--- config.mk ---
export PLATFORM = sky130hd
export DESIGN_NAME = mem_bus_ctrl
export DESIGN_NICKNAME = d
export VERILOG_FILES = /design/src/rtl/mem_bus_ctrl_pkg.sv /design/src/rtl/mem_bus_decoder.sv /design/src/rtl/mem_bus_ctrl.sv
export SDC_FILE = /design/constraint.sdc
export NUM_CORES = 1
export LEC_CHECK = 0
export BUFFER_PORTS_ARGS = -buffer_cell sky130_fd_sc_hd__buf_2
export CAP_MARGIN = 25
export CORE_ASPECT_RATIO = 1.4
export CORE_MARGIN = 4
export CORE_UTILIZATION = 38
export CTS_BUF_LIST = sky130_fd_sc_hd__clkbuf_4 sky130_fd_sc_hd__clkbuf_8
export DETAILED_ROUTE_END_ITERATION = 10
export PLACE_DENSITY = 0.79
export SETUP_SLACK_MARGIN = 0.5
export SLEW_MARGIN = 5
export SYNTH_ARGS = -nofsm -noshare
export SYNTH_HDL_FRONTEND = slang
export SYNTH_HIERARCHICAL = 1
export SYNTH_SLANG_ARGS = --single-unit
--- constraint.sdc ---
create_clock -name clk -period 5.5 [get_ports clk]
set_input_delay 1.1 -clock clk [delete_from_list [all_inputs] [get_ports clk]]
set_output_delay 1.1 -clock clk [all_outputs]
set_load 0.01 [all_outputs]
--- src/rtl/mem_bus_ctrl_pkg.sv ---
// Shared constants for the CPU data-port memory controller: default region map,
// FSM state encoding and wait-counter width.
package mem_bus_ctrl_pkg;

    localparam int CNT_W = 4;

    localparam logic [31:0] ROM_BEGIN = 32'h0001_0000;
    localparam logic [31:0] ROM_END   = 32'h000F_FFFF;
    localparam logic [31:0] RAM_BEGIN = 32'h0010_0000;
    localparam logic [31:0] RAM_END   = 32'hFF0F_FFFF;
    localparam logic [31:0] IO_BEGIN  = 32'hFF10_0000;
    localparam logic [31:0] IO_END    = 32'hFF10_00FF;

    typedef enum logic [1:0] {
        S_IDLE,
        S_ACCESS,
        S_RESP,
        S_ERR
    } state_t;

endpackage

--- src/rtl/mem_bus_decoder.sv ---
// Combinational region decoder: inclusive base/end compare per region,
// lowest index wins, returns region-relative address and write permission.
module mem_bus_decoder #(
    parameter int                    NREG  = 3,
    parameter int                    AW    = 32,
    parameter int                    IW    = 2,
    parameter logic [NREG*AW-1:0]    BASES = '0,
    parameter logic [NREG*AW-1:0]    ENDS  = '0,
    parameter logic [NREG-1:0]       WR    = '0
) (
    input  logic [AW-1:0]   addr,
    output logic            hit,
    output logic [NREG-1:0] sel,
    output logic [IW-1:0]   idx,
    output logic [AW-1:0]   rel_addr,
    output logic            writable
);

    logic [NREG-1:0] hits;

    for (genvar i = 0; i < NREG; i++) begin : g_cmp
        assign hits[i] = (addr >= BASES[i*AW +: AW]) && (addr <= ENDS[i*AW +: AW]);
    end

    assign hit = |hits;

    // Walk from the highest index down so the lowest-index hit overrides.
    always_comb begin
        sel      = '0;
        idx      = '0;
        rel_addr = '0;
        writable = 1'b0;
        for (int i = NREG - 1; i >= 0; i--) begin
            if (hits[i]) begin
                sel      = '0;
                sel[i]   = 1'b1;
                idx      = IW'(i);
                rel_addr = addr - BASES[i*AW +: AW];
                writable = WR[i];
            end
        end
    end

endmodule

--- src/rtl/mem_bus_ctrl.sv ---
// CPU data-port controller: decodes into NREG regions, drives one-hot device
// selects with per-region wait states, returns data/error via req/ready.
module mem_bus_ctrl
    import mem_bus_ctrl_pkg::*;
#(
    parameter int                     NREG        = 3,
    parameter int                     AW          = 32,
    parameter int                     DW          = 32,
    parameter logic [NREG*AW-1:0]     REGION_BASE = {IO_BEGIN, RAM_BEGIN, ROM_BEGIN},
    parameter logic [NREG*AW-1:0]     REGION_END  = {IO_END, RAM_END, ROM_END},
    parameter logic [NREG*CNT_W-1:0]  REGION_WAIT = {4'd2, 4'd1, 4'd0},
    parameter logic [NREG-1:0]        REGION_WR   = 3'b110
) (
    input  logic                clk,
    input  logic                rstn,
    input  logic                req,
    input  logic                we,
    input  logic [AW-1:0]       addr,
    input  logic [DW-1:0]       wd,
    input  logic [DW/8-1:0]     be,
    output logic                ready,
    output logic                err,
    output logic [DW-1:0]       rd,
    output logic [NREG-1:0]     dev_sel,
    output logic                dev_we,
    output logic [DW/8-1:0]     dev_be,
    output logic [AW-1:0]       dev_addr,
    output logic [DW-1:0]       dev_wd,
    input  logic [NREG*DW-1:0]  dev_rd
);

    localparam int IW = (NREG > 1) ? $clog2(NREG) : 1;
    localparam int AL = $clog2(DW / 8);

    state_t             state;
    logic [CNT_W-1:0]   cnt;
    logic [IW-1:0]      idx_q;
    logic               we_q;

    logic               dec_hit;
    logic [NREG-1:0]    dec_sel;
    logic [IW-1:0]      dec_idx;
    logic [AW-1:0]      dec_rel;
    logic               dec_wr;
    logic               bad;

    logic [NREG-1:0][DW-1:0] dev_rd_a;

    mem_bus_decoder #(
        .NREG  (NREG),
        .AW    (AW),
        .IW    (IW),
        .BASES (REGION_BASE),
        .ENDS  (REGION_END),
        .WR    (REGION_WR)
    ) u_dec (
        .addr     (addr),
        .hit      (dec_hit),
        .sel      (dec_sel),
        .idx      (dec_idx),
        .rel_addr (dec_rel),
        .writable (dec_wr)
    );

    assign bad = !dec_hit || (addr[AL-1:0] != '0) || (we && !dec_wr);

    always_ff @(posedge clk) begin
        if (!rstn) begin
            state    <= S_IDLE;
            cnt      <= '0;
            idx_q    <= '0;
            we_q     <= 1'b0;
            dev_sel  <= '0;
            dev_we   <= 1'b0;
            dev_be   <= '0;
            dev_addr <= '0;
            dev_wd   <= '0;
        end else begin
            case (state)
                S_IDLE: begin
                    if (req) begin
                        if (bad) begin
                            state <= S_ERR;
                        end else begin
                            state    <= S_ACCESS;
                            dev_sel  <= dec_sel;
                            dev_addr <= dec_rel;
                            dev_wd   <= wd;
                            dev_be   <= be;
                            dev_we   <= we;
                            we_q     <= we;
                            idx_q    <= dec_idx;
                            cnt      <= REGION_WAIT[dec_idx*CNT_W +: CNT_W];
                        end
                    end
                end
                S_ACCESS: begin
                    // Write strobe lives only in the first ACCESS cycle.
                    dev_we <= 1'b0;
                    if (cnt != '0) cnt <= cnt - 1'b1;
                    else           state <= S_RESP;
                end
                S_RESP: begin
                    state    <= S_IDLE;
                    dev_sel  <= '0;
                    dev_addr <= '0;
                    dev_wd   <= '0;
                    dev_be   <= '0;
                end
                S_ERR:   state <= S_IDLE;
                default: state <= S_IDLE;
            endcase
        end
    end

    assign dev_rd_a = dev_rd;
    assign ready    = (state == S_RESP) || (state == S_ERR);
    assign err      = (state == S_ERR);
    assign rd       = (state == S_RESP && !we_q) ? dev_rd_a[idx_q] : '0;

endmodule

==> metrics.csv, run 1 <==
stage,metric,value,unit
setup_path,startpoint types,input pin,
job,Max-cap violations,0,
sta,Tcrit/Tclk final,0.8034,
cells_and_area,Layout Cells excl Fill,920,
sta,Max-slew headroom,0.3123,
synthesis,part of the Yosys area used for sequential elements,0.3587,
pwr,pwr/cell area,218.9,nW/um2
cells_and_area,"commonest non-fill, non-tap cell in the layout",buf_2,
sta,Clock Skews,0.01061,ns
pwr,Max VDD drop,121.2,uV
die,die area,13730,um2
setup_path,CP required,5.80,ns
cells_and_area,layout cells sized above 1,0.4085,
sta,Setup TNS Final,0,ns
global_routing,total track usage,0.2034,
die,row count,46,
die,total core area,11510,um2
synthesis,Syn Inst Count,518,
global_routing,first-pass GRT wire length,22.32,mm
setup_path,reg-to-reg startpoint,state[1]$_SDFFE_PN0P_,
sta,Final Max Tran Viols,0,
detailed_routing,DRT Pass-1 Iters,4,
hold_path,HP Start,we_q$_SDFFE_PN0P_,
synthesis,"area leader, netlist",dfxtp_1,
place,Post-Place Cells,903,
detailed_routing,vias,4878,
synthesis,Syn Nets,694,
place,port buffer count,273,
global_routing,vias in the first global route,4527,
cells_and_area,Fill cells,1148,
cells_and_area,most frequent cells in the layout,"buf_2, nor2_1, dfxtp_1",
die,initial core utilization,0.3927,
clock_network,cts bufs inserted,9,
cells_and_area,post-route cell area,6147,um2
synthesis,post-synth top area share,0.3587,
clock_network,Root Driver,clkbuf_8,
clock_network,Post-CTS Setup Inserts,0,
global_routing,largest net degree at the start of global routing,44,
cells_and_area,Antenna Cells,0,
sta,Final min period,4.419,ns
synthesis,dominant synthesized flop cell,dfxtp_1,
setup_path,Reg2Reg Capture Point,dev_addr[26]$_SDFFE_PN0P_,
synthesis,Synth Warn #,6,
sta,Final Worst Setup Slack,1.081,ns
clock_network,"Clk Latency, worst-skew pair",0.36,ns
hold_path,worst hold path depth,2,
setup_path,worst endpoint data arrival time,4.72,ns
die,Boundary Pins,274,
setup_path,crit path max fanout,26,
global_routing,met3 Use GR,0.04589,
global_routing,grt met2 use,0.3735,
global_routing,met1 Track Usage GR,0.2153,
place,pre-CTS WS,0.7399,ns
clock_network,Clock transition at path regs,0.09,ns
clock_network,Clock Path Buffers,2,
setup_path,Setup Crit Path Kind,in2reg,
detailed_routing,final WL,15.09,mm
cells_and_area,fin nets,947,
clock_network,H-Tree Depth,3,
setup_path,CP Capture Type,register,
synthesis,number of library cell types mapped by synthesis,55,
sta,fmax,226.3,MHz
pwr,Overall Power,1.346,mW
hold_path,Hold Crit Class,reg2reg,
synthesis,"EDFF count, synth",0,
detailed_routing,DR vias/cell,5.302,
synthesis,"flops & latches, synth",81,
detailed_routing,# DRC,0,
cells_and_area,Area Growth Syn to Fin,35.98,%
global_routing,total gr overflow,0,
sta,final setup vio count,0,
cells_and_area,Util after Layout,0.5340,
synthesis,"FFs w/ async S/R, synth",0,
run_status,status,completed,
sta,Fin. Hold Viols,0,
hold_path,Hold Path Sink,we_q$_SDFFE_PN0P_,
die,die width,100.2,um
pwr,leakage power total,2.980,nW
sta,RSZ-0062 raised after global routing,false,
place,Routability Congestion,0.8850,
detailed_routing,DRT antenna net count,0,
synthesis,post-synthesis instance area,4521,um2
clock_network,CTS tree,done,
clock_network,clk sinks,81,
synthesis,main area contributors after synthesis,"dfxtp_1, a22o_1, mux2i_1, nor2_1, a21oi_1",
clock_network,post-cts resize count,0,
place,dpl hpwl,11.84,mm
global_routing,initial antenna violation count,0,
setup_path,worst r2r path cells,5,
place,placed cell areas,5914,um2
global_routing,GR peak layer,met2,
sta,Slew @ Worst Pin,1.032,ns
detailed_routing,drt initial violations,212,
clock_network,Post-CTS Hold Buffers,0,
synthesis,syn avg cell area,8.727,um2
die,DIE HEIGHT,137.1,um
setup_path,"reg-to-reg slack, setup",3.78,ns
detailed_routing,WL/cell,16.40,um
sta,Hold WS,0.4742,ns
==> flip-flops by register name (all words and copies together) (netlist names) <==
register and cells:
we_q 1, dev_be 4, state 2, idx_q 2
dev_wd 32, dev_addr 32, dev_sel 3, dev_we 1
cnt 4
==> cell usage after synthesis, types with 3 or more instances <==
library cell  number
a21oi_1           42
a22o_1            71
a31oi_1            4
and2_1            18
and3_1             4
buf_2              9
buf_4             10
buf_6              8
clkbuf_1          12
dfxtp_1           81
ha_1               8
inv_1             11
mux2i_1           36
nand2_1           16
nand2b_1           5
nand3_1            6
nand3b_1           5
nand4_1            5
nor2_1            85
nor3_1             4
nor4_1             8
o21ai_0           10
o221ai_1           3
or2_2              3
or3_1              3
or4_1              7
xnor2_1            8
xor2_1             3
==> worst max-delay path by stage <==
stage / from / to / slack (ns) / depth (start not counted)
floorplan: addr[12] / dev_sel[1]$_SDFFE_PN0P_ / 1.61 / 14
global placement: addr[12] / dev_wd[16]$_SDFFE_PN0P_ / 0.85 / 13
detailed placement: addr[12] / dev_wd[19]$_SDFFE_PN0P_ / 0.74 / 13
CTS: addr[12] / dev_wd[19]$_SDFFE_PN0P_ / 1.12 / 13
global route: addr[20] / dev_wd[19]$_SDFFE_PN0P_ / 0.82 / 14
finish: addr[17] / dev_wd[19]$_SDFFE_PN0P_ / 1.08 / 15
==> power breakdown <==
| part | total (mW) | internal, mW | switching, mW |
|---|---|---|---|
| clock network | 0.455 | 0.218 | 0.237 |
| logic | 0.265 | 0.129 | 0.136 |
| registers | 0.626 | 0.606 | 0.0198 |
==> critical path, stage by stage <==
cell,delay (ns)
buf_2,0.12
inv_1,0.11
ha_1,0.19
or3b_2,0.46
and2_1,0.22
a31oi_1,0.24
o31a_1,0.25
inv_1,0.22
nor3_2,0.31
inv_2,0.16
nor3b_2,0.22
a31oi_1,0.17
o21a_2,0.51
buf_12,0.25
a22o_1,0.16
==> kinds of logic (layout without fill, tap and decap cells) <==
logic type,Yosys count,count (layout),share of synthesized area
mux,36,36,0.07971
xor+xnor,11,11,0.02131
buf+inv,52,310,0.06725
flops,81,81,0.3587
simple gates,187,187,0.2198
compound gates,143,143,0.2311
fa+ha+maj,8,8,0.02214
==> final cells by class <==
type,instances,area [um2],share of cell area
repair buffers,281,1491,0.2426
inverters,13,48.80,0.007938
clock inverters,7,81.33,0.01323
well taps,144,180.2,0.02931
flip-flops and latches,81,1623,0.2640
multi-input cells,385,2599,0.4228
clock buffers,9,123.9,0.02015
==> routing by layer <==
metal,vias to the layer above,part of all wire
li1,2400,-
met1,2235,0.36
met2,204,0.53
met3,39,0.078
met4,0,0.036
met5,-,0
No activity file was read; power rests on OpenSTA's default activity.
==> run 2: changes to the inputs <==
==> constraint.sdc (replaced) <==
create_clock -name clk -period 4.3 [get_ports clk]
set_input_delay 0.86 -clock clk [delete_from_list [all_inputs] [get_ports clk]]
set_output_delay 0.86 -clock clk [all_outputs]
set_load 0.01 [all_outputs]
==> run 2 against run 1 <==
Effect of this change:
- core utilization up 0.47 points
- final cell count increased by 0.54%
- worst hold slack got worse by 0.0061 ns
- flip-flop and latch count did not move
- routed wire length increased by 3.4%
- global-route usage increased by 0.22 points
- power is 26% higher
- critical path depth stayed put
- combinational power is 30% higher
- critical path type unchanged
- largest cell class unchanged
- largest power group unchanged
==> metrics.csv, run 2 (synthesis results as in run 1) <==
stage,metric,value,unit
setup_path,CP Buf/Inv Count,5,
clock_network,Clock transition at path regs,0.09,ns
place,Post-Place Cells,905,
cells_and_area,largest registers,"dev_addr: 32 flops, dev_wd: 32 flops",
die,die area,13730,um2
setup_path,critical path's top delay family,compound AO/OA/AOI/OAI gates,
cells_and_area,fin nets,952,
place,port buffer count,273,
detailed_routing,DRT antenna net count,0,
sta,final setup vio count,0,
global_routing,total track usage,0.2056,
detailed_routing,WL/cell,16.87,um
setup_path,crit path max fanout,35,
place,Routability Congestion,0.8640,
global_routing,first-pass GRT wire length,22.60,mm
clock_network,Clock Path Buffers,2,
clock_network,clk sinks,81,
hold_path,Hold Crit Class,reg2reg,
die,Boundary Pins,274,
cells_and_area,Area Growth Syn to Fin,37.17,%
detailed_routing,# DRC,0,
cells_and_area,Layout Cells excl Fill,925,
setup_path,Setup Crit Path Kind,in2reg,
pwr,Max VDD drop,154.6,uV
sta,Fin. Hold Viols,0,
detailed_routing,DRT Pass-1 Iters,4,
detailed_routing,DR vias/cell,5.372,
sta,Setup TNS Final,0,ns
sta,Max-slew headroom,0.2950,
job,Max-cap violations,0,
detailed_routing,drt initial violations,193,
cells_and_area,Antenna Cells,0,
die,die width,100.2,um
global_routing,total gr overflow,0,
detailed_routing,vias,4969,
sta,Final min period,3.676,ns
global_routing,vias in the first global route,4571,
die,row count,46,
sta,Hold WS,0.4681,ns
cells_and_area,layout cells sized above 1,0.4136,
setup_path,startpoint types,input pin,
setup_path,crit-path cells,buf_2 > inv_1 > ha_1 > or3b_2 > and2_1 > a31oi_1 > o31a_1 > inv_1 > nor3_2 > inv_2 > nor3b_4 > a31oi_1 > o21a_2 > clkbuf_16 > a22o_1,
die,total core area,11510,um2
cells_and_area,most frequent cells in the layout,"buf_2, nor2_1, dfxtp_1",
sta,fmax,272.0,MHz
setup_path,"Slowest-stage cell, CP",or3b_2,
setup_path,CP required,4.61,ns
clock_network,Root Driver,clkbuf_8,
sta,Slew @ Worst Pin,1.058,ns
die,DIE HEIGHT,137.1,um
sta,Final Max Tran Viols,0,
setup_path,worst endpoint data arrival time,3.98,ns
detailed_routing,final WL,15.61,mm
global_routing,initial antenna violation count,1,
global_routing,largest net degree at the start of global routing,72,
setup_path,CP Capture Type,register,
sta,Clock Skews,0.01640,ns
cells_and_area,"commonest non-fill, non-tap cell in the layout",buf_2,
place,dpl hpwl,11.87,mm
clock_network,H-Tree Depth,3,
die,initial core utilization,0.3927,
clock_network,CTS tree,done,
clock_network,Post-CTS Hold Buffers,0,
clock_network,"Clk Latency, worst-skew pair",0.37,ns
sta,RSZ-0062 raised after global routing,false,
run_status,status,completed,
sta,Tcrit/Tclk final,0.8550,
setup_path,Max stage delay on crit path,0.45,ns
clock_network,cts bufs inserted,9,
pwr,pwr/cell area,272.9,nW/um2
pwr,leakage power total,3.002,nW
## run 2: power by group
| group | internal [mW] | switching (mW) |
|---|---|---|
| Sequential | 0.775 | 0.0261 |
| Combinational | 0.168 | 0.177 |
| Clock | 0.227 | 0.319 |
| Total | 1.17 | 0.522 |
## run 2: layout make-up
cell class              instances  area, um2
clock buffers                   9      123.9
clock inverters                 7      70.07
fillers                      1116       5310
inverters                      13      48.80
multi-input cells             385       2611
flip-flops and latches         81       1623
well taps                     144      180.2
repair buffers                286       1544
## run 2: worst paths after layout
kind	start	depth (start not counted)	slack, ns	end
setup reg to reg	state[1]$_SDFFE_PN0P_	5	2.74	dev_addr[28]$_SDFFE_PN0P_
setup / recovery	addr[17]	15	0.62	dev_wd[8]$_SDFFE_PN0P_
hold reg to reg	we_q$_SDFFE_PN0P_	2	0.47	we_q$_SDFFE_PN0P_
hold / removal	we_q$_SDFFE_PN0P_	2	0.47	we_q$_SDFFE_PN0P_
## run 2: worst register-to-register path, delay by kind of cell (launching register included)
kind | cells | cell delay [ns]
AO/OA/AOI/OAI | 1 | 0.16
AND/OR/NAND/NOR | 3 | 0.70
flip-flops | 1 | 0.40
buffers and inverters | 1 | 0.26
## run 2: timing repair
action / CTS / global route
setup endpoints to repair: 0 / 71
endpoints found under the hold margin: 0 / 0
resized for setup: 0 / 2
buffers inserted: 0 / 1
## run 2: layer usage
layer,track usage,wire length (um),vias up
li1,-,-,2404
met1,0.2066,5319,2333
met2,0.3956,8614,196
met3,0.05099,1201,34
met4,0.08464,449,2
met5,0,20,-
## run 2: per-stage QoR
stage	power [mW]	utilization	area (um2)	setup WS, ns
floorplan	0.9994	-	4521	0.6472
global placement	1.144	0.5134	5909	0.2495
detailed placement	1.149	0.5134	5909	0.1833
CTS	1.698	0.5302	6103	0.5767
global route	1.779	0.5387	6201	0.4950
finish	1.692	0.5387	6201	0.6237
